**config.mk**
```make
export PLATFORM = sky130hd
export DESIGN_NAME = ps2_dual_keypad
export DESIGN_NICKNAME = d
export VERILOG_FILES = /design/src/rtl/ps2_keys_pkg.sv /design/src/rtl/ps2_rx.sv /design/src/rtl/ps2_dual_keypad.sv
export SDC_FILE = /design/constraint.sdc
export NUM_CORES = 1
export LEC_CHECK = 0
export CAP_MARGIN = 20
export CORE_UTILIZATION = 55
export CTS_BUF_LIST = sky130_fd_sc_hd__clkbuf_4
export CTS_CLUSTER_DIAMETER = 120
export DETAILED_ROUTE_END_ITERATION = 7
export PLACE_DENSITY = 0.78
export SLEW_MARGIN = 20
export SYNTH_ARGS = -nofsm -noshare
export SYNTH_HDL_FRONTEND = slang
export SYNTH_SLANG_ARGS = --single-unit
```
**constraint.sdc**
```tcl
create_clock -name clk -period 1.8 [get_ports clk]
set_input_delay 0.27 -clock clk [delete_from_list [all_inputs] [get_ports clk]]
set_output_delay 0.27 -clock clk [all_outputs]
set_load 0.01 [all_outputs]
```
**src/rtl/ps2_keys_pkg.sv**
```systemverilog
// Scan-code and key-index constants shared by the PS/2 keypad receiver.
// Also holds the (ext, byte) -> key-index lookup used by the decoder.
// Pure definitions, no logic state.
package ps2_keys_pkg;

   // Prefix bytes
   localparam logic [7:0] PREFIX_EXT = 8'hE0;
   localparam logic [7:0] PREFIX_BRK = 8'hF0;

   // Player L, plain set-2 codes
   localparam logic [7:0] SC_W     = 8'h1D;
   localparam logic [7:0] SC_A     = 8'h1C;
   localparam logic [7:0] SC_D     = 8'h23;
   localparam logic [7:0] SC_S     = 8'h1B;

   // Player R, codes that must follow an E0 prefix
   localparam logic [7:0] SC_UP    = 8'h75;
   localparam logic [7:0] SC_LEFT  = 8'h6B;
   localparam logic [7:0] SC_RIGHT = 8'h74;
   localparam logic [7:0] SC_DOWN  = 8'h72;

   // Bit positions in the keys vector
   localparam logic [2:0] KEY_L_ROT   = 3'd0;
   localparam logic [2:0] KEY_L_LEFT  = 3'd1;
   localparam logic [2:0] KEY_L_RIGHT = 3'd2;
   localparam logic [2:0] KEY_L_DOWN  = 3'd3;
   localparam logic [2:0] KEY_R_ROT   = 3'd4;
   localparam logic [2:0] KEY_R_LEFT  = 3'd5;
   localparam logic [2:0] KEY_R_RIGHT = 3'd6;
   localparam logic [2:0] KEY_R_DOWN  = 3'd7;

   typedef struct packed {
      logic       hit;
      logic [2:0] idx;
   } key_hit_t;

   // The extended flag selects the table, so keypad codes sent without E0
   // can never alias onto the arrow keys.
   function automatic key_hit_t key_lookup(input logic i_ext, input logic [7:0] i_code);
      key_hit_t res;
      res.hit = 1'b1;
      res.idx = KEY_L_ROT;
      if (!i_ext) begin
         case (i_code)
            SC_W:    res.idx = KEY_L_ROT;
            SC_A:    res.idx = KEY_L_LEFT;
            SC_D:    res.idx = KEY_L_RIGHT;
            SC_S:    res.idx = KEY_L_DOWN;
            default: res.hit = 1'b0;
         endcase
      end else begin
         case (i_code)
            SC_UP:    res.idx = KEY_R_ROT;
            SC_LEFT:  res.idx = KEY_R_LEFT;
            SC_RIGHT: res.idx = KEY_R_RIGHT;
            SC_DOWN:  res.idx = KEY_R_DOWN;
            default:  res.hit = 1'b0;
         endcase
      end
      return res;
   endfunction

endpackage

```
**src/rtl/ps2_rx.sv**
```systemverilog
// PS/2 serial receiver: synchronise, detect falling edges, assemble and check 11-bit frames.
// Latency: byte valid one clk after the stop bit is sampled (3 clks after the pin edge).
// Backpressure: none; o_vld is a single-cycle pulse that the consumer must take.
module ps2_rx #(
   parameter int unsigned TIMEOUT_CYCLES = 25000
) (
   input  logic       clk,
   input  logic       rst_n,
   input  logic       i_ps2_clk,
   input  logic       i_ps2_data,
   output logic [7:0] o_byte,
   output logic       o_vld
);

   localparam int unsigned TO_W = $clog2(TIMEOUT_CYCLES + 1);

   logic            r_clk_meta, r_clk_sync, r_clk_prev;
   logic            r_dat_meta, r_dat_sync;
   logic [3:0]      r_cnt;
   logic [9:0]      r_shift;
   logic [TO_W-1:0] r_to_cnt;

   logic w_fall;
   logic w_frame_ok;
   logic w_timeout;

   assign w_fall     = r_clk_prev & ~r_clk_sync;
   // r_shift[0]=start, [8:1]=data, [9]=parity; r_dat_sync is the stop bit now
   assign w_frame_ok = ~r_shift[0] & r_dat_sync & (^r_shift[9:1]);
   assign w_timeout  = (r_to_cnt == TO_W'(TIMEOUT_CYCLES - 1));

   // Two-flop synchronisers plus the previous-clock flop, idle-high after reset
   always_ff @(posedge clk or negedge rst_n) begin
      if (!rst_n) begin
         r_clk_meta <= 1'b1;
         r_clk_sync <= 1'b1;
         r_clk_prev <= 1'b1;
         r_dat_meta <= 1'b1;
         r_dat_sync <= 1'b1;
      end else begin
         r_clk_meta <= i_ps2_clk;
         r_clk_sync <= r_clk_meta;
         r_clk_prev <= r_clk_sync;
         r_dat_meta <= i_ps2_data;
         r_dat_sync <= r_dat_meta;
      end
   end

   // Bit assembly, frame check on the 11th edge, and idle timeout for partial frames
   always_ff @(posedge clk or negedge rst_n) begin
      if (!rst_n) begin
         r_cnt    <= 4'd0;
         r_shift  <= 10'd0;
         r_to_cnt <= '0;
         o_byte   <= 8'd0;
         o_vld    <= 1'b0;
      end else begin
         o_vld <= 1'b0;
         if (w_fall) begin
            r_to_cnt <= '0;
            if (r_cnt == 4'd10) begin
               r_cnt <= 4'd0;
               if (w_frame_ok) begin
                  o_byte <= r_shift[8:1];
                  o_vld  <= 1'b1;
               end
            end else begin
               r_shift <= {r_dat_sync, r_shift[9:1]};
               r_cnt   <= r_cnt + 4'd1;
            end
         end else if (r_cnt != 4'd0) begin
            if (w_timeout) begin
               r_cnt    <= 4'd0;
               r_to_cnt <= '0;
            end else begin
               r_to_cnt <= r_to_cnt + 1'b1;
            end
         end
      end
   end

endmodule

```
**src/rtl/ps2_dual_keypad.sv**
```systemverilog
// Two-player PS/2 keypad: receives scan codes and holds eight key states (L: W/A/D/S, R: arrows).
// Latency: keys/code update one clk after the receiver's byte pulse (4 clks from the 11th pin edge).
// Backpressure: none; code_valid is a one-cycle pulse, keys are level-held.
module ps2_dual_keypad
   import ps2_keys_pkg::*;
#(
   parameter int unsigned TIMEOUT_CYCLES = 25000
) (
   input  logic       clk,
   input  logic       rst_n,
   input  logic       ps2_clk,
   input  logic       ps2_data,
   output logic [7:0] keys,
   output logic [7:0] code,
   output logic       code_valid
);

   logic [7:0] w_byte;
   logic       w_vld;
   key_hit_t   w_hit;

   logic [7:0] r_keys;
   logic [7:0] r_code;
   logic       r_code_vld;
   logic       r_ext;
   logic       r_brk;

   ps2_rx #(
      .TIMEOUT_CYCLES (TIMEOUT_CYCLES)
   ) u_rx (
      .clk        (clk),
      .rst_n      (rst_n),
      .i_ps2_clk  (ps2_clk),
      .i_ps2_data (ps2_data),
      .o_byte     (w_byte),
      .o_vld      (w_vld)
   );

   assign w_hit = key_lookup(r_ext, w_byte);

   // Prefix tracking and key-map update; a non-prefix byte always consumes both prefixes
   always_ff @(posedge clk or negedge rst_n) begin
      if (!rst_n) begin
         r_keys     <= 8'd0;
         r_code     <= 8'd0;
         r_code_vld <= 1'b0;
         r_ext      <= 1'b0;
         r_brk      <= 1'b0;
      end else begin
         r_code_vld <= 1'b0;
         if (w_vld) begin
            r_code     <= w_byte;
            r_code_vld <= 1'b1;
            if (w_byte == PREFIX_EXT) begin
               r_ext <= 1'b1;
            end else if (w_byte == PREFIX_BRK) begin
               r_brk <= 1'b1;
            end else begin
               if (w_hit.hit) begin
                  r_keys[w_hit.idx] <= ~r_brk;
               end
               r_ext <= 1'b0;
               r_brk <= 1'b0;
            end
         end
      end
   end

   assign keys       = r_keys;
   assign code       = r_code;
   assign code_valid = r_code_vld;

endmodule

```
==> results.py <==
metrics = {
    "outcome": {
        "status": "finished, violations left",
        "violations": "setup timing",
    },
    "sta": {
        "worstMarginPinSlew_ns": 0.471,
        "grt_setup_unrepaired": "true",
        "clock.fmax_mhz": 545,
        "hold_viol_final": 0,
        "slew-limit-headroom": 0.683,
        "finalCritPeriodShare": 1.02,
        "setup_violations": 8,
        "setup_slack_ns": -0.0354,
        "final_max_slew_viol_count": 0,
        "clock_skew_ns": 0.0113,
        "fin_crit_ns": 1.84,
    },
    "worst_setup_path": {
        "required_ns": 2.09,
        "critPathMaxStageDelay_ns": 0.46,
        "critical_path_arrival_ns": 2.13,
        "critical_path_buf_inv_count": 1,
        "reg2reg_depth": 6,
        "critPathLaunchType": "flop",
        "path_cells": "xnor2_1, xnor3_2, xnor2_2, nor2_4, buf_12, mux2_4",
        "crit_type": "reg -> reg",
        "crit_path_top_delay_cell": "xnor3_2",
        "critical_path.max_fanout": 9,
        "crit_family": "XOR/XNOR gates",
        "cp_num_cells": 6,
        "end_kind": "flop",
    },
    "detailed_routing": {
        "wl_per_cell_um": 13.5,
        "ant_nets": 0,
        "num_vias": 2135,
        "drt-total-wl_um": 5450,
        "dr.first_iter.drc_count": 96,
        "drc": 0,
        "dr.pass1.iters": 4,
        "vias_per_cell": 5.30,
    },
    "logic_synthesis": {
        "syn_avg_cell_area_um2": 10.6,
        "synthMuxAreaShare": 0.0894,
        "synth-seq-cells": 62,
        "synth_top_family_by_area": "simple AND/OR/NAND/NOR gates",
        "yosys.cell_types.count": 43,
        "synthXorXnorAreaFrac": 0.0562,
        "syn_inst": 274,
        "synth_compound_gate_area_share": 0.0678,
        "syn-num-nets": 282,
        "yosysSeqAreaShare": 0.538,
        "ys_warn_count": 0,
        "synth_fa_ha_area_frac": 0.0173,
        "netlist_area_mm2": 0.00290,
        "yosys.area_share.simple": 0.204,
    },
    "clocking": {
        "root_buffer": "clkbuf_4",
        "cts_tree": "built",
        "clock_latency_ns": 0.40,
        "cts_max_path_buffers": 2,
        "clkTransAtPathRegs_ns": 0.09,
        "tritoncts.num_buffers": 9,
        "htreeDepth": 3,
        "cts_sinks": 62,
    },
    "cells_and_area": {
        "fillers": 399,
        "area_delta_synth_final_pct": 24.2,
        "mostFrequentLayoutCells": "57 x dfrtp_1, 48 x nand2_1, 28 x buf_4",
        "diodes": 0,
        "fin_nets": 337,
        "final_core_utilization": 0.709,
        "drive_above_1_share": 0.228,
        "mostFrequentLayoutCell": "dfrtp_1",
    },
    "global_routing": {
        "antenna_found_initial": 0,
        "grt_pass1_wl_um": 9160,
        "grt_max_degree": 46,
        "grt_pass1_vias": 2093,
        "overflow": 0,
        "grt_use_total": 0.223,
    },
    "min_path": {
        "min_path_cells": 1,
        "hp-class": "in -> reg",
    },
    "pwr": {
        "ir_worst_vdd_mv": 1.14,
        "switchingPower_w": 0.00106,
        "power_frac_seq": 0.469,
        "clkPwrFrac": 0.286,
        "sw_frac_of_total": 0.298,
        "powerDensity_mw_per_mm2": 992,
        "leakagePower_nw": 1.69,
        "combPwrFrac": 0.246,
        "p_total_w": 0.00357,
        "power.internal_w": 0.00251,
    },
    "die": {
        "die_y_um": 74.6,
        "rows": 26,
        "coreArea_mm2": 0.00507,
        "die_area_mm2": 0.00556,
        "fp.dieW_um": 74.6,
        "start_util": 0.571,
        "ios": 21,
    },
    "place": {
        "dp_hpwl_um": 3900,
        "portBuffers": 20,
        "gp_congestion": 0.854,
    },
    "job": {
        "cap_viol_max_count": 0,
    },
}
## path summary, 6_finish.rpt
kind / startpoint / end / slack (ns)
worst max-delay path: u_rx.r_shift[5]$_DFFE_PN0P_ / u_rx.o_byte[4]$_DFFE_PN0P_ / -0.04
worst min-delay path: ps2_data / u_rx.r_dat_meta$_DFF_PN1_ / 0.27
worst max register to register: u_rx.r_shift[5]$_DFFE_PN0P_ / u_rx.o_byte[4]$_DFFE_PN0P_ / -0.04
worst min register to register: u_rx.r_clk_meta$_DFF_PN1_ / u_rx.r_clk_sync$_DFF_PN1_ / 0.35
max in group asynchronous: rst_n / u_rx.r_clk_meta$_DFF_PN1_ / 0.85
min in group asynchronous: rst_n / keys[1]$_DFFE_PN0P_ / 0.32
## cell families (layout without fill, tap and decap cells)
kind of cell	Yosys count	in the layout
compound gates	32	32
simple gates	118	118
fa+ha+maj	4	4
buf+inv	21	80
mux	21	21
flops	62	62
xor+xnor	16	16
## power by group through the flow
stage / Clock, W / Sequential (W) / Combinational (W)
2_1_floorplan: 0 / 0.00170 / 0.000545
3_3_place_gp: 0 / 0.00170 / 0.000808
3_5_place_dp: 0 / 0.00170 / 0.000844
4_1_cts: 0.00103 / 0.00167 / 0.000857
5_1_grt: 0.00109 / 0.00170 / 0.000982
6_report: 0.00102 / 0.00167 / 0.000877
## routing by layer
| layer | up-vias | part of all wire | global-route usage |
|---|---|---|---|
| met1 | 1026 | 0.45 | 0.280 |
| met3 | 10 | 0.036 | 0.0366 |
| met5 | - | 0 | 0 |
| met4 | 0 | 0.024 | 0.124 |
| li1 | 1052 | - | - |
| met2 | 47 | 0.49 | 0.368 |
## cell usage after synthesis (all sizes together)
master,number,area [µm²]
nor4,1,6.26
nor2b,5,31.3
nand2b,4,25.0
a211o,1,8.76
or4,1,7.51
mux2,15,199
ha,4,50.1
nor4bb,1,10.0
buf,3,12.5
inv,14,52.6
and4bb,1,12.5
clkbuf,4,15.0
xnor3,1,23.8
nor3,4,20.0
and3,6,37.5
or3b,1,8.76
mux2i,6,60.1
o21ai,19,95.1
a41o,1,10.0
nand4b,3,26.3
nor2,19,78.8
or3,1,6.26
a32oi,1,8.76
nand3b,3,22.5
o211ai,1,7.51
nor4b,2,17.5
and3b,1,8.76
nand4,6,37.5
a21oi,2,10.0
nand3,10,50.1
a41oi,1,8.76
dfstp,5,131
o31ai,4,30.0
xnor2,7,68.8
xor2,8,70.1
o41ai,1,8.76
nand2,49,184
a311oi,1,8.76
dfrtp,57,1430
## worst register-to-register path: stages, from the launching register on
cell and delay, ns:
dfrtp_1 0.40, xnor2_1 0.17, xnor3_2 0.46, xnor2_2 0.16, nor2_4 0.10, buf_12 0.14, mux2_4 0.30
## timing repair
item                                   CTS  global route
gates resized for setup                  2             7
pin swaps                                1             1
gates cloned                             0             0
endpoints found under the hold margin   17             0
hold buffers                             1             0
setup buffers                            0             1
setup endpoints to repair               10            15
## flip-flops by register name, summed over array words and instances (netlist names), 4 cells and up
signal,cells
u_rx.r_shift,10
u_rx.o_byte,8
u_rx.r_cnt,4
u_rx.r_to_cnt,15
code,8
keys,8
## layout make-up
type                            instances  area, µm²  area share
Clock buffer                            9       67.6      0.0188
Clock inverter                          6       77.6      0.0216
Inverter                               14       52.6      0.0146
Multi-Input combinational cell        191       1300       0.361
Sequential cell                        62       1560       0.433
Tap cell                               70       87.6      0.0243
Timing Repair Buffer                   51        455       0.127
## stage by stage
stage               hold slack, ns  setup WS [ns]  instances  TNS (ns)  instance area [µm²]
floorplan                  -0.0256        -0.0376        274    -0.301                 2900
global placement             0.226         0.0151        386         0                 3390
detailed placement           0.221        -0.0590        386    -0.462                 3390
CTS                          0.259        -0.0515        402    -0.385                 3560
global route                 0.262        -0.0991        403    -0.758                 3600
finish                       0.268        -0.0354        403    -0.250                 3600
Note: power is estimated with default switching activity, not from simulation.
